## src/rtl/hazard_controller.sv

```systemverilog
// Hazard and sequencing controller for the 5-stage MIPS pipeline: stall/flush,
// D/E forwarding selects, multicycle-multiplier tracking FSM and debug counters.
module hazard_controller #(
    parameter logic [2:0] WB_MEM       = 3'b001,
    parameter logic [2:0] WB_MULT      = 3'b100,
    parameter int         MULT_TIMEOUT = 64,
    parameter int         CNT_W        = 16
) (
    input  logic             clk_i,
    input  logic             rst_i,
    input  logic [1:0]       branchD_i,
    input  logic [4:0]       RsD_i,
    input  logic [4:0]       RtD_i,
    input  logic             MultStartD_i,
    input  logic [2:0]       WBSrcD_i,
    input  logic [4:0]       RsE_i,
    input  logic [4:0]       RtE_i,
    input  logic [4:0]       WriteRegE_i,
    input  logic             RegWriteE_i,
    input  logic [2:0]       WBSrcE_i,
    input  logic             MultStartE_i,
    input  logic             MultDoneE_i,
    input  logic [4:0]       WriteRegM_i,
    input  logic             RegWriteM_i,
    input  logic [2:0]       WBSrcM_i,
    input  logic [4:0]       WriteRegW_i,
    input  logic             RegWriteW_i,
    output logic             stallF_o,
    output logic             stallD_o,
    output logic             flushE_o,
    output logic             forwardAD_o,
    output logic             forwardBD_o,
    output logic [1:0]       forwardAE_o,
    output logic [1:0]       forwardBE_o,
    output logic             mult_busy_o,
    output logic             mult_err_o,
    output logic [CNT_W-1:0] stall_cnt_o
);

    localparam int TCNT_W = (MULT_TIMEOUT > 1) ? $clog2(MULT_TIMEOUT) : 1;
    localparam logic [TCNT_W-1:0] TCNT_LAST = TCNT_W'(MULT_TIMEOUT - 1);
    localparam logic [CNT_W-1:0]  CNT_MAX   = {CNT_W{1'b1}};

    typedef enum logic [1:0] {
        ST_IDLE = 2'd0,
        ST_BUSY = 2'd1,
        ST_ERR  = 2'd2
    } state_e;

    state_e              state_q, state_d;
    logic [TCNT_W-1:0]   tcnt_q, tcnt_d;
    logic [CNT_W-1:0]    cnt_q, cnt_d;
    logic                lwstall_s, brstall_s, mstall_s, stall_s;

    // Register 0 is hardwired to zero, so it never creates a dependency.
    function automatic logic reg_hit(input logic [4:0] dst, input logic [4:0] src);
        return (dst != 5'd0) && (dst == src);
    endfunction

    // Stall sources: load-use, branch operand not yet forwardable, mult result pending.
    always_comb begin
        lwstall_s = (WBSrcE_i == WB_MEM) && (reg_hit(RtE_i, RsD_i) || reg_hit(RtE_i, RtD_i));
        brstall_s = (branchD_i != 2'b00) &&
                    ((RegWriteE_i && (reg_hit(WriteRegE_i, RsD_i) || reg_hit(WriteRegE_i, RtD_i))) ||
                     ((WBSrcM_i == WB_MEM) && (reg_hit(WriteRegM_i, RsD_i) || reg_hit(WriteRegM_i, RtD_i))));
        mstall_s  = (state_q == ST_BUSY) && (MultStartD_i || (WBSrcD_i == WB_MULT));
        stall_s   = !rst_i && (lwstall_s || brstall_s || mstall_s);
    end

    // Hazard outputs; reset forces a bubble into E and clears all forwards.
    always_comb begin
        stallF_o    = 1'b0;
        stallD_o    = 1'b0;
        flushE_o    = 1'b0;
        forwardAD_o = 1'b0;
        forwardBD_o = 1'b0;
        forwardAE_o = 2'b00;
        forwardBE_o = 2'b00;
        if (rst_i) begin
            flushE_o = 1'b1;
        end else begin
            stallF_o    = stall_s;
            stallD_o    = stall_s;
            flushE_o    = stall_s;
            forwardAD_o = RegWriteM_i && reg_hit(WriteRegM_i, RsD_i);
            forwardBD_o = RegWriteM_i && reg_hit(WriteRegM_i, RtD_i);
            if (RegWriteM_i && reg_hit(WriteRegM_i, RsE_i)) begin
                forwardAE_o = 2'b10;
            end else if (RegWriteW_i && reg_hit(WriteRegW_i, RsE_i)) begin
                forwardAE_o = 2'b01;
            end else begin
                forwardAE_o = 2'b00;
            end
            if (RegWriteM_i && reg_hit(WriteRegM_i, RtE_i)) begin
                forwardBE_o = 2'b10;
            end else if (RegWriteW_i && reg_hit(WriteRegW_i, RtE_i)) begin
                forwardBE_o = 2'b01;
            end else begin
                forwardBE_o = 2'b00;
            end
        end
    end

    // Multiplier tracking FSM next state and timeout counter.
    always_comb begin
        state_d = state_q;
        tcnt_d  = tcnt_q;
        case (state_q)
            ST_IDLE: begin
                if (MultStartE_i && !MultDoneE_i) begin
                    state_d = ST_BUSY;
                    tcnt_d  = {TCNT_W{1'b0}};
                end else begin
                    state_d = ST_IDLE;
                end
            end
            ST_BUSY: begin
                if (MultDoneE_i && MultStartE_i) begin
                    tcnt_d = {TCNT_W{1'b0}};
                end else if (MultDoneE_i) begin
                    state_d = ST_IDLE;
                end else if (tcnt_q == TCNT_LAST) begin
                    state_d = ST_ERR;
                end else begin
                    tcnt_d = tcnt_q + TCNT_W'(1);
                end
            end
            ST_ERR: begin
                state_d = ST_ERR;
            end
            default: begin
                state_d = ST_IDLE;
                tcnt_d  = {TCNT_W{1'b0}};
            end
        endcase
    end

    // Saturating count of stalled cycles.
    always_comb begin
        if (stall_s && (cnt_q != CNT_MAX)) begin
            cnt_d = cnt_q + CNT_W'(1);
        end else begin
            cnt_d = cnt_q;
        end
    end

    // State registers.
    always_ff @(posedge clk_i) begin
        if (rst_i) begin
            state_q <= ST_IDLE;
            tcnt_q  <= {TCNT_W{1'b0}};
            cnt_q   <= {CNT_W{1'b0}};
        end else begin
            state_q <= state_d;
            tcnt_q  <= tcnt_d;
            cnt_q   <= cnt_d;
        end
    end

    // Status outputs read as idle/clear for the whole reset cycle.
    always_comb begin
        if (rst_i) begin
            mult_busy_o = 1'b0;
            mult_err_o  = 1'b0;
            stall_cnt_o = {CNT_W{1'b0}};
        end else begin
            mult_busy_o = (state_q == ST_BUSY);
            mult_err_o  = (state_q == ST_ERR);
            stall_cnt_o = cnt_q;
        end
    end

endmodule

```

## config.mk

```make
export PLATFORM = sky130hd
export DESIGN_NAME = hazard_controller
export DESIGN_NICKNAME = d
export VERILOG_FILES = /design/src/rtl/hazard_controller.sv
export SDC_FILE = /design/constraint.sdc
export NUM_CORES = 1
export LEC_CHECK = 0
export ABC_AREA = 1
export ABC_CLOCK_PERIOD_IN_PS = 2970
export CAP_MARGIN = 20
export CORE_ASPECT_RATIO = 0.5
export CORE_MARGIN = 5
export CORE_UTILIZATION = 42
export CTS_CLUSTER_SIZE = 16
export DETAILED_ROUTE_END_ITERATION = 6
export PLACE_DENSITY = 0.78
export SYNTH_ARGS = -nofsm -noshare
export SYNTH_HDL_FRONTEND = slang
export SYNTH_SLANG_ARGS = --single-unit
```

## constraint.sdc

```tcl
create_clock -name clk_i -period 2.97 [get_ports clk_i]
set_clock_uncertainty 0.1 [all_clocks]
set_input_delay 0.891 -clock clk_i [delete_from_list [all_inputs] [get_ports clk_i]]
set_output_delay 0.891 -clock clk_i [all_outputs]
set_load 0.1 [all_outputs]
```

## Yosys cells after proc, flatten, opt, wreduce, memory -nomap -nowiden

Cells that the tools add are included.

- Add/subtract/negate cells: 2
- Equality and inequality tests: 22
- Muxes and demuxes: 23
- Bitwise logic cells: 1
- Reduce and logical (&&, ||, !) cells: 42

Operators with widths:

| cell | count |
|---|---|
| equality test 5 bit | 10 |
| logical AND 1 bit | 25 |
| 2-to-1 mux 6 bit | 4 |
| nonzero test 5 bit | 4 |
| one-hot mux 6 bit (3 select lines) | 1 |
| adder 16 x 1 -> 16 bit, second input constant | 1 |
| 2-to-1 mux 16 bit | 1 |
| inequality test 16 bit, second input constant | 1 |
| 2-to-1 mux 2 bit | 7 |
| 2-to-1 mux 1 bit | 9 |
| inequality test 3 bit, second input constant | 3 |
| logical OR 1 bit | 7 |
| adder 6 x 1 -> 6 bit, second input constant | 1 |
| equality test 3 x 1 -> 1 bit, second input constant | 2 |
| equality test 6 bit, second input constant | 1 |
| one-hot mux 2 bit (3 select lines) | 1 |
| inequality test 2 bit, second input constant | 2 |
| AND reduction 4 bit | 1 |
| equality test 3 bit, second input constant | 1 |
| equality test 2 x 1 -> 1 bit, second input constant | 1 |
| equality test 2 bit, second input constant | 1 |
| logical NOT 1 bit | 2 |
| logical NOT 2 bit | 1 |
| AND reduction 2 bit | 1 |
| 2 further kinds | 2 |

- Register bits after elaboration: 24
- Bits of input ports: 54
- Output and inout bits: 27
- Logic and storage cells: 93

## Logic depth before layout (Yosys ltp)

- Word-level depth: 10
- Depth in mapped cells: 16
- Mapped depth without buffers: 15

## Least setup slack after synthesis

OpenSTA, ideal clock, no wires.

- Path type: in2out
- From: input WriteRegM_i[4]
- To: output forwardBE_o[1]
- Data arrival time: 3.450 ns
- Slack: -1.471 ns
- Stages: 7
- Path buffers: 1
- Cells stage by stage: buf_2 > inv_2 > nand3_2 > nor2_2 > inv_1 > o2111ai_1 > nor3_1

- Cells in the longest elaborated chain, start to end: 5
- Elaborated cells on any way between the ends: 6
- Classes of those cells: eq/ne: 1; mux: 2; reduce/logical: 3

RTL lines:

| what | RTL line | source |
|---|---|---|
| start: declaration | 23 | `input logic [4:0] WriteRegM_i,` |
| equality test 5 bit / nonzero test 5 bit (equally long branches) | 57 | `return (dst != 5'd0) && (dst == src);` |
| logical AND 1 bit * | 57 |  |
| logical AND 1 bit * | 94 | `if (RegWriteM_i && reg_hit(WriteRegM_i, RtE_i)) begin` |
| 2-to-1 mux 2 bit * | 94 |  |
| 2-to-1 mux 2 bit * | 79 | `if (rst_i) begin` |
| end: declaration | 34 | `output logic [1:0] forwardBE_o,` |

Every way passes the cells marked *; elsewhere a longest branch is shown, timed or not.

## Final worst setup path

- From: input WriteRegM_i[3]
- To: output stallF_o

- Cells in the longest elaborated chain, start to end: 10
- Elaborated cells on any way between the ends: 13
- Classes of those cells: eq/ne: 2; mux: 1; reduce/logical: 10

RTL lines:

| what | RTL line | source |
|---|---|---|
| equality test 5 bit / nonzero test 5 bit (equally long branches) | 57 |  |
| logical AND 1 bit | 57 |  |
| logical OR 1 bit * | 65 | `((WBSrcM_i == WB_MEM) && (reg_hit(WriteRegM_i, RsD_i) \|\| reg_hit(WriteRegM_i, RtD_i))));` |
| logical AND 1 bit * | 65 |  |
| logical OR 1 bit * | 64 | `((RegWriteE_i && (reg_hit(WriteRegE_i, RsD_i) \|\| reg_hit(WriteRegE_i, RtD_i))) \|\|` |
| logical AND 1 bit * | 63 | `brstall_s = (branchD_i != 2'b00) &&` |
| logical OR 1 bit * (2 in a row) | 67 | `stall_s = !rst_i && (lwstall_s \|\| brstall_s \|\| mstall_s);` |
| logical AND 1 bit * | 67 |  |
| 2-to-1 mux 1 bit * | 79 |  |
| end: declaration | 28 | `output logic stallF_o,` |

Marks and branches as above.

==> out/qor.yml <==
slew_viol_final: 0
worstSkewPairLatency_ps: 270
multiInputGateArea_mm2: 0.00180
viasPerCell: 4.80
synth_seq_cells: 24
final_nets: 553
async_flop_share_pct: 0
clockRootBuffer: "clkbuf_8"
power_density_mw_per_mm2: 229
path_class: "input pin to primary output"
hold_viol: 0
ctsHoldBuffers: 0
tightestPinTransition_ps: 441
fp.dieH_um: 62.6
core_mm2: 0.00542
timing.critical_path.buf_inv: 4
cp-start-kind: "input pin"
cp_slowest_stage_delay_ps: 180
post_drt_wl_per_cell_um: 12.5
power.share.clock_pct: 21.0
cp_slowest_cell: "buf_12"
clock.fmax_ghz: 0.319
drive_above_1_share_pct: 34.5
p_total_mw: 0.926
crit_family: "simple AND/OR/NAND/NOR gates"
numCtsBuffers: 3
first_global_vias: 2666
cp.required_ps: 1980
cp_cell_sequence: "buf_12, inv_8, nand2_2, nand2_2, nand2_1, nor2_1, nand2_1, nand2_1, nand2_1, nand2_2, nand2_4, nand2_4, nand2_4, clkinvlp_4, buf_12"
maxCapViolCount: 0
place_hpwl_mm: 5.34
p_leak_nw: 1.79
antenna_left: 0
relSlewSlack_pct: 70.4
critPathMaxFanout: 4
routed_wl_mm: 7.12
setup_viol: 7
die_w_um: 115
netSwitchingFraction_pct: 35.0
synth_cells: 389
postLayoutCoreUtil_pct: 74.5
p_sw_mw: 0.324
grt_max_degree: 26
min_period_over_period_pct: 105
clock_sinks: 24
grtUsageTotal_pct: 19.0
num_vias: 2729
core.rowCount: 19
antenna_cells: 0
intPower_mw: 0.602
synth.avg_cell_area_um2: 5.98
cts_max_level: 1
status: "complete, but fails checks"
ys_types: 41
violations: "negative setup slack"
seq_area_um2: 480
initial_utilization_pct: 42.9
grt_overflow: 0
syn_area_mm2: 0.00233
dr_wl_met3_um: 234
cp-end-kind: "primary output"
cts_tree: "yes"
io_pins: 81
dr.pass1.iters: 4
syn_nets: 445
rsz0062_at_grt: "yes"
antenna_found_initial: 0
grt_pass1_wl_mm: 11.5
synth_warnings: 0
syn2layout_area_growth_pct: 73.6
clock_path_buffers: 2
critPathArrivalTime_ps: 2140
hold_class: "flop to flop"
finalCriticalPeriod_ps: 3130
dr.max_layer_used: "met4"
met2WireLength_mm: 3.77
path_clk_slew_ps: 80
fillers: 409
dieArea_mm2: 0.00722
gp_congestion: 0.834
worst_slack_ps: -162
ys.flop_type: "dfxtp_1"
synth_edf_count: 0
ys_seq_area_share_pct: 20.6
setup_tns_ps: -648
drc_errors: 0
peakVddDrop_mv: 0.159
path_common_cell: "nand2_1"
seqPwrFrac_pct: 35.9
wl_met1_mm: 2.97
drt_iter0_drc: 50
power_frac_comb_pct: 43.1
io_buffer_count: 80
[cell families (layout without fill, tap and decap cells)]
logic type,count (synthesis),count (layout),share of synthesized area [%]
flops,24,24,20.6
xor+xnor,37,37,13.9
compound gates,34,34,8.82
buf+inv,77,183,13.7
simple gates,215,215,41.8
fa+ha+maj,2,2,1.08
[path summary, 6_finish.rpt]
kind	start	to	slack (ps)	cells after the start
setup / recovery	WriteRegM_i[3]	stallF_o	-160	15
hold / removal	tcnt_q[4]	tcnt_q[4]	400	2
setup reg to reg	cnt_q[0]	cnt_q[9]	930	12
hold reg to reg	tcnt_q[4]	tcnt_q[4]	400	2
[metrics by stage]
stage	cells	worst slack (ps)	cell area (µm²)	hold WS (ps)
floorplan	389	-660	2450	362
global placement	561	-587	3740	378
detailed placement	561	-609	3740	387
CTS	568	-113	3910	402
global route	568	-264	4040	418
finish	568	-162	4040	398
[per-layer routing]
layer	global-route usage, %	vias up
met2	35.0	54
li1	-	1425
met5	0	-
met1	22.4	1239
met3	1.55	11
met4	8.35	0
[repair_timing]
action / in CTS / in global routing
setup buffers: 5 / 3
gates cloned: 0 / 0
setup endpoints to repair: 27 / 9
resized for setup: 208 / 44
pin swaps: 51 / 21
[cell usage after synthesis, types with 5 or more instances]
master,instances,area (µm²)
nor3_1,13,65.1
nand2_1,86,323
buf_2,5,25.0
xor2_1,23,201
nand3_1,18,90.1
xnor2_1,14,123
nor2_1,69,259
dfxtp_1,24,480
nand4_1,5,31.3
nor2_2,5,31.3
inv_1,55,206
inv_2,8,30.0
a21oi_1,12,60.1
[layout make-up]
type	instances	area share, %
sequential	24	11.9
multi-input combinational	288	44.7
inverter	65	6.97
timing repair buffer	115	33.2
tap	73	2.26
clock buffer	3	1.02
[state kept, by name (all words and copies together), names as in the netlist]
| signal | cells |
|---|---|
| cnt_q | 16 |
| state_q | 2 |
| tcnt_q | 6 |
[power groups by stage]
stage / combinational (mW) / sequential [mW] / clock, mW
after floorplan: 0.197 / 0.339 / 0
after global placement: 0.347 / 0.340 / 0
after detailed placement: 0.352 / 0.340 / 0
after CTS: 0.369 / 0.333 / 0.199
after global routing: 0.427 / 0.334 / 0.211
final: 0.399 / 0.333 / 0.194
[worst min-delay path, cell delays in order (launching register included)]
cell      delay [ps]
dfxtp_1          340
inv_1             60
a211oi_1          60
[cell usage in the layout (no fill, tap or decap), types with 3 or more instances in the layout]
cell type	Yosys	final
clkdlybuf4s50_1	0	6
nor3_4	1	4
nand2_4	1	4
xnor2_1	14	8
dfxtp_1	24	24
nor2_1	69	60
xor2_1	23	22
nand3_1	18	17
nor2_2	5	7
inv_2	8	8
nand2_2	2	7
nand4_1	5	5
inv_6	0	3
a21oi_1	12	11
buf_8	1	3
nand2_1	86	78
nor2_4	2	9
buf_12	0	32
clkbuf_2	1	4
xnor2_2	0	5
dlygate4sd2_1	0	12
buf_4	1	33
nor3_1	13	9
o21ai_1	4	6
inv_1	55	48
clkbuf_8	0	3
nand3_2	3	3
buf_6	1	13
buf_2	5	9
(Power assumes the default switching activity.)
